**src/rtl/router_pkg.sv**
```systemverilog
// Shared definitions for the router FSM: state encoding and destination address constants.
package router_pkg;

    typedef enum logic [2:0] {
        DECODE_ADDRESS     = 3'd0,
        LOAD_FIRST_DATA    = 3'd1,
        LOAD_DATA          = 3'd2,
        WAIT_TILL_EMPTY    = 3'd3,
        FIFO_FULL_STATE    = 3'd4,
        LOAD_AFTER_FULL    = 3'd5,
        LOAD_PARITY        = 3'd6,
        CHECK_PARITY_ERROR = 3'd7
    } state_t;

    localparam logic [1:0] ADDR0        = 2'd0;
    localparam logic [1:0] ADDR1        = 2'd1;
    localparam logic [1:0] ADDR2        = 2'd2;
    localparam logic [1:0] ADDR_INVALID = 2'd3;

    function automatic logic addr_valid(input logic [1:0] a);
        return (a == ADDR0) || (a == ADDR1) || (a == ADDR2);
    endfunction

endpackage

```
**src/rtl/router_fsm.sv**
```systemverilog
// Router control FSM: decodes the header address, sequences header/payload/parity loads
// and stalls on full or non-empty output FIFOs.
module router_fsm
    import router_pkg::*;
(
    input  logic       clk,
    input  logic       resetn,
    input  logic       pktvalid,
    input  logic [1:0] datain,
    input  logic       fifofull,
    input  logic       fifoempty0,
    input  logic       fifoempty1,
    input  logic       fifoempty2,
    input  logic       softreset0,
    input  logic       softreset1,
    input  logic       softreset2,
    input  logic       paritydone,
    input  logic       lowpktvalid,
    output logic       writeenbreg,
    output logic       detectadd,
    output logic       lfdstate,
    output logic       ldstate,
    output logic       lafstate,
    output logic       fullstate,
    output logic       rstintreg,
    output logic       busy
);

    state_t     state_q, state_d;
    logic [1:0] addr_q, addr_d;

    // Bit 3 pads the invalid address so it never selects a channel.
    logic [3:0] empty_v;
    logic [3:0] srst_v;

    assign empty_v = {1'b0, fifoempty2, fifoempty1, fifoempty0};
    assign srst_v  = {1'b0, softreset2, softreset1, softreset0};

    always_ff @(posedge clk) begin
        if (!resetn) begin
            state_q <= DECODE_ADDRESS;
            addr_q  <= ADDR0;
        end else begin
            state_q <= state_d;
            addr_q  <= addr_d;
        end
    end

    always_comb begin
        state_d = state_q;
        addr_d  = addr_q;
        case (state_q)
            DECODE_ADDRESS: begin
                if (pktvalid && addr_valid(datain))
                    state_d = empty_v[datain] ? LOAD_FIRST_DATA : WAIT_TILL_EMPTY;
            end
            WAIT_TILL_EMPTY: begin
                if (empty_v[addr_q]) state_d = LOAD_FIRST_DATA;
            end
            LOAD_FIRST_DATA: state_d = LOAD_DATA;
            LOAD_DATA: begin
                if (fifofull)       state_d = FIFO_FULL_STATE;
                else if (!pktvalid) state_d = LOAD_PARITY;
            end
            FIFO_FULL_STATE: begin
                if (!fifofull) state_d = LOAD_AFTER_FULL;
            end
            LOAD_AFTER_FULL: begin
                if (paritydone)       state_d = DECODE_ADDRESS;
                else if (lowpktvalid) state_d = LOAD_PARITY;
                else                  state_d = LOAD_DATA;
            end
            LOAD_PARITY: state_d = CHECK_PARITY_ERROR;
            CHECK_PARITY_ERROR: state_d = fifofull ? FIFO_FULL_STATE : DECODE_ADDRESS;
            default: state_d = DECODE_ADDRESS;
        endcase

        // Timeout on the channel being served aborts the packet from any state.
        if (srst_v[addr_q]) state_d = DECODE_ADDRESS;

        if (state_q == DECODE_ADDRESS && state_d != DECODE_ADDRESS) addr_d = datain;
    end

    always_comb begin
        detectadd   = (state_q == DECODE_ADDRESS);
        lfdstate    = (state_q == LOAD_FIRST_DATA);
        ldstate     = (state_q == LOAD_DATA);
        fullstate   = (state_q == FIFO_FULL_STATE);
        lafstate    = (state_q == LOAD_AFTER_FULL);
        rstintreg   = (state_q == CHECK_PARITY_ERROR);
        writeenbreg = (state_q == LOAD_DATA) || (state_q == LOAD_AFTER_FULL) ||
                      (state_q == LOAD_PARITY);
        busy        = !((state_q == DECODE_ADDRESS) || (state_q == LOAD_DATA));
    end

endmodule

```
**config.mk**
```make
export PLATFORM = sky130hd
export DESIGN_NAME = router_fsm
export DESIGN_NICKNAME = d
export VERILOG_FILES = /design/src/rtl/router_pkg.sv /design/src/rtl/router_fsm.sv
export SDC_FILE = /design/constraint.sdc
export NUM_CORES = 1
export LEC_CHECK = 0
export ABC_AREA = 1
export CORE_MARGIN = 2
export CORE_UTILIZATION = 30
export DETAILED_ROUTE_END_ITERATION = 16
export SETUP_SLACK_MARGIN = 0.05
export SYNTH_ARGS = -nofsm -noshare
export SYNTH_HDL_FRONTEND = slang
export SYNTH_SLANG_ARGS = --single-unit
```
**constraint.sdc**
```tcl
create_clock -name clk -period 1.25 [get_ports clk]
set_clock_uncertainty 0.1 [all_clocks]
set_input_delay 0.125 -clock clk [delete_from_list [all_inputs] [get_ports clk]]
set_output_delay 0.125 -clock clk [all_outputs]
set_load 0.05 [all_outputs]
```
# ---- Word-level counts from Yosys, hierarchy flattened
# Index checks and enable logic that the tools add are counted.
dict set report classes {
  add_sub_neg 0
  mul 0
  div 0
  order_cmp 2
  eq_ne 9
  shifts 0
  mux 17
  bitwise_logic 0
  n_reduce_logical 11
}
# cell count
set ops {}
lappend ops {{2-to-1 mux 3 bit} 9}
lappend ops {{case mux 3 bit (8 select lines)} 1}
lappend ops {{equality test 3 bit (second input constant)} 4}
lappend ops {{binary-select mux 1 bit (select 2 bit)} 3}
lappend ops {{equality test 3 x 2 -> 1 bit (second input constant)} 2}
lappend ops {{< comparator 2 x 3 -> 1 bit (second input constant)} 2}
lappend ops {{logical OR 1 bit} 5}
lappend ops {{equality test 3 x 1 -> 1 bit (second input constant)} 1}
lappend ops {{logical NOT 3 bit} 1}
lappend ops {{2-to-1 mux 1 bit} 3}
lappend ops {{nonzero test 3 bit} 1}
lappend ops {{equality test 2 x 1 -> 1 bit (second input constant)} 1}
lappend ops {{equality test 2 bit (second input constant)} 1}
lappend ops {{logical AND 1 bit} 2}
lappend ops {{logical NOT 2 bit} 1}
lappend ops {{2-to-1 mux 2 bit} 1}
lappend ops {{logical NOT 1 bit} 1}
dict set report word_totals {
  reg_bits 5
  latchBits 0
  mem_bits_rw 0
  romBits 0
  output_inout_bits 8
  word_cells 41
  mem_count 0
}

# ---- Logic depth before layout (Yosys ltp)
dict set report depth {
  ltp_word 9
  depth_mapped 11
}

# ---- Worst setup path before layout
# OpenSTA, ideal clock, no wires.
dict set report synth_path {
  kind {register to register}
  startpoint {register state_q[1]}
  endpoint {register state_q[2]}
  setup_ns 0.091
  arrival_time_ns 1.588
  slack_ns -0.529
  stages_incl_launch_ff 7
  period_less_slack_ns 1.779
  path_cell_list {dfxtp_1 -> inv_2 -> nor2_1 -> inv_1 -> nor2_1 -> nand2_1 -> a311oi_1}
}
dict set report synth_between {
  elab_chain_len 3
  elab_cells_between_ends 10
  cone_classes {eq/ne (7); mux (2); reduce/logical (1)}
}
# item line
set synth_rtl {}
lappend synth_rtl {{from (decl)} router_fsm.sv:29} ;# state_t state_q, state_d;
lappend synth_rtl {{from (signal assigned)} router_fsm.sv:44} ;# state_q <= state_d;
lappend synth_rtl {{equality test 3 x 2 -> 1 bit} -}
lappend synth_rtl {{via ldstate} router_fsm.sv:22} ;# output logic ldstate,
lappend synth_rtl {{case mux 3 bit (8 select lines)} router_fsm.sv:52} ;# case (state_q)
lappend synth_rtl {{2-to-1 mux 3 bit} router_fsm.sv:79} ;# if (srst_v[addr_q]) state_d = DECODE_ADDRESS;
# The timed path passes the listed nets, and every way through them passes these cells.
# A chain may end at the register's enable or synchronous reset.

# ---- Final worst setup path
dict set report layout_path {
  startpoint {register state_q[1]}
  endpoint {output port busy}
}
dict set report layout_between {
  elab_chain_len 3
  elab_cells_between_ends 4
  cone_classes {eq/ne (1); reduce/logical (3)}
}
# item line
set layout_rtl {}
lappend layout_rtl {{equality test 3 x 2 -> 1 bit or logical NOT 3 bit (tied branches)} router_fsm.sv:93} ;# busy = !((state_q == DECODE_ADDRESS) || (state_q == LOAD_DATA));
lappend layout_rtl {{logical OR 1 bit *} router_fsm.sv:93}
lappend layout_rtl {{logical NOT 1 bit *} router_fsm.sv:93}
lappend layout_rtl {{to (decl)} router_fsm.sv:26} ;# output logic busy
# Every way passes the cells marked *; elsewhere a longest branch is shown, timed or not.

==> impl_metrics.toml <==
[sta]
hold_viol_final = 0
number_of_slew_limit_violations_in_the_final_report = 0
fmax_mhz = 694.0
finalCritPeriodShare_pct = 115.3
grt_setup_unrepaired = "true"
tightest_slew_ns = 0.1990
period_needed_ns = 1.441
setup_viol_count_final = 11
finalWorstSetupSlack_ns = -0.1909
maxSlewHeadroom_pct = 86.69

[drt]
wl_mm = 1.599
firstDrtPassIters = 4
vias_per_cell = 4.571
drt_antenna_net_count = 0
routed-via-count = 672
dr.first_iter.drc_count = 7
route.detailed.wl_per_inst_um = 10.88
residual_drc = 0

[global_route]
grt_antenna_before_repair = 0
overflow = 0
grt_max_degree = 8
total_grt_usage_pct = 19.22
global_route_wire_length_before_repair_mm = 2.773
groute.layer.met1.usage_pct = 25.00
met3_usage_pct = 2.041
grt_most_used_layer = "met2"
groute.layer.met2.usage_pct = 30.59
grt_pass1_vias = 653

[yosys]
yosys.area.top_type_share_pct = 20.83
ys_seq_elements = 5
netlist.top_cell.by_area = "sky130_fd_sc_hd__dfxtp_1"
synth.yosys.seq_area_share_pct = 20.83
synth_fp_nets = 100
avgSynthCellArea_um2 = 5.587
netlist-cell-type-count = 18
syn_inst = 86
yosys_warnings = 0
synth_area_leaders = "sky130_fd_sc_hd__dfxtp_1, sky130_fd_sc_hd__nand2_1, sky130_fd_sc_hd__inv_1"
synth.cell_area_um2 = 480.5

[clocking]
cts_max_path_buffers = 2
numCtsBuffers = 3
cts.htree.levels = 1
worst_skew_pair.late_latency_ns = 0.24
clk_pin_slew_worst_paths_ns = 0.04
clockRootBuffer = "sky130_fd_sc_hd__clkbuf_4"
clock-sinks = 5
cts_tree = "done"

[cells_and_area]
layout_common_cells = "sky130_fd_sc_hd__nand2_1, sky130_fd_sc_hd__clkdlybuf4s50_1, sky130_fd_sc_hd__buf_4"
design.final.nets = 146
utilization_pct = 76.91
layout_commonest_cell = "sky130_fd_sc_hd__nand2_1"
drive_gt1_share_pct = 58.02
area_growth_pct = 141.1
layout.cell_area.non_filler_um2 = 1159
stdcell_count = 147
number_of_inserted_diodes = 0

[worst_hold_path]
min_path_cells = 3
timing.hold.worst.class = "input pin to flip-flop"

[power_and_ir_drop]
leakagePower_nw = 0.5240
vdd_ir_drop_max_uv = 1551
power_per_cell_area_nw_per_um2 = 1891

[placement]
placed_cells_incl_taps = 138
port_buffers = 21
detailed_place_hpwl_mm = 1.140
place_area_um2 = 977.2
place_congestion = 0.8197

[floorplan]
fp-row-count = 14
floorplan.initialDensity_pct = 31.89
fp.dieH_um = 44.02
fp.dieW_um = 44.02
design.core.area_um2 = 1506
floorplan.io_pins = 22
fp.dieArea_um2 = 1938

[worst_setup_path]
critical_path.max_fanout = 5
worst-r2r-cell-count = 11
timing.critical_path.from_type = "flip-flop"
worst-endpoint-required_ns = 1.02
worst-setup-path-type = "flip-flop to output port"
worst-endpoint-arrival_ns = 1.22
type_of_destination_of_the_critical_path = "output port"

[outcome]
outcome = "complete, but fails checks"
failed_checks = "negative setup slack"

[run]
drv.max_cap_violation_count = 0
## metrics by stage
stage / hold slack, ns / power, mW / worst slack (ns) / setup TNS, ns
after detailed placement: 0.5093 / 1.716 / -0.2901 / -1.081
final: 0.3938 / 2.191 / -0.1909 / -1.247
after global placement: 0.4973 / 1.697 / -0.2811 / -1.040
after floorplan: 0.1382 / 1.096 / -0.07076 / -0.1636
after CTS: 0.3773 / 2.068 / -0.1451 / -1.388
after global routing: 0.4298 / 2.336 / -0.2488 / -1.980
## synthesized netlist by cell type
master / number
sky130_fd_sc_hd__nand2_1: 24
sky130_fd_sc_hd__inv_1: 14
sky130_fd_sc_hd__nor2_1: 13
sky130_fd_sc_hd__nand3_1: 6
sky130_fd_sc_hd__dfxtp_1: 5
sky130_fd_sc_hd__nand2_2: 4
sky130_fd_sc_hd__a21oi_1: 3
sky130_fd_sc_hd__inv_2: 3
sky130_fd_sc_hd__nand3_2: 3
sky130_fd_sc_hd__nor2_2: 2
sky130_fd_sc_hd__o21ai_0: 2
sky130_fd_sc_hd__a311oi_1: 1
sky130_fd_sc_hd__clkinv_1: 1
sky130_fd_sc_hd__nand3b_1: 1
sky130_fd_sc_hd__nor3_1: 1
sky130_fd_sc_hd__o211ai_1: 1
sky130_fd_sc_hd__o21ai_4: 1
sky130_fd_sc_hd__or2_0: 1
## flip-flops by register name, summed over array words and instances, names as in the netlist
| signal | cells |
|---|---|
| addr_q | 2 |
| state_q | 3 |
## cells by family after synthesis
kind of cell,Yosys count,synth area share (%)
flops,5,20.83
buf+inv,18,14.06
compound gates,8,11.98
simple gates,55,53.13
## final cells by class
cell class | count | area, um2
multi-input combinational | 63 | 442.9
inverter | 18 | 86.33
tap | 16 | 20.02
sequential | 5 | 116.4
timing repair buffer | 41 | 466.7
fill | 114 | 347.8
clock buffer | 4 | 26.28
## metal layers
layer	vias to the layer above	wire [um]
met5	-	0
met4	0	23
met3	4	24
met2	10	828
met1	300	723
li1	358	-
## worst max-delay path, stage by stage (launching register included)
cell and delay [ns]:
sky130_fd_sc_hd__dfxtp_4 0.39, sky130_fd_sc_hd__inv_8 0.06, sky130_fd_sc_hd__nor2_4 0.09, sky130_fd_sc_hd__inv_2 0.08
sky130_fd_sc_hd__o21ai_2 0.12, sky130_fd_sc_hd__inv_1 0.08, sky130_fd_sc_hd__buf_12 0.15
## final timing paths
check,from,endpoint,slack [ns]
worst max-delay path,state_q[1],busy,-0.19
worst min-delay path,lowpktvalid,state_q[2],0.39
worst max register to register,state_q[0],addr_q[1],-0.11
worst min register to register,addr_q[0],addr_q[0],0.51
## repair_timing
action,4_1_cts,5_1_grt
endpoints found under the setup margin,13,13
resized for setup,13,23
hold buffers,0,0
pin swaps,8,12
setup buffers,5,1
## power by group
| group | switching (mW) | internal [mW] |
|---|---|---|
| clock | 0.0691 | 0.121 |
| combinational | 0.837 | 0.820 |
| sequential | 0.106 | 0.237 |
| total | 1.01 | 1.18 |
(Power assumes the default switching activity.)
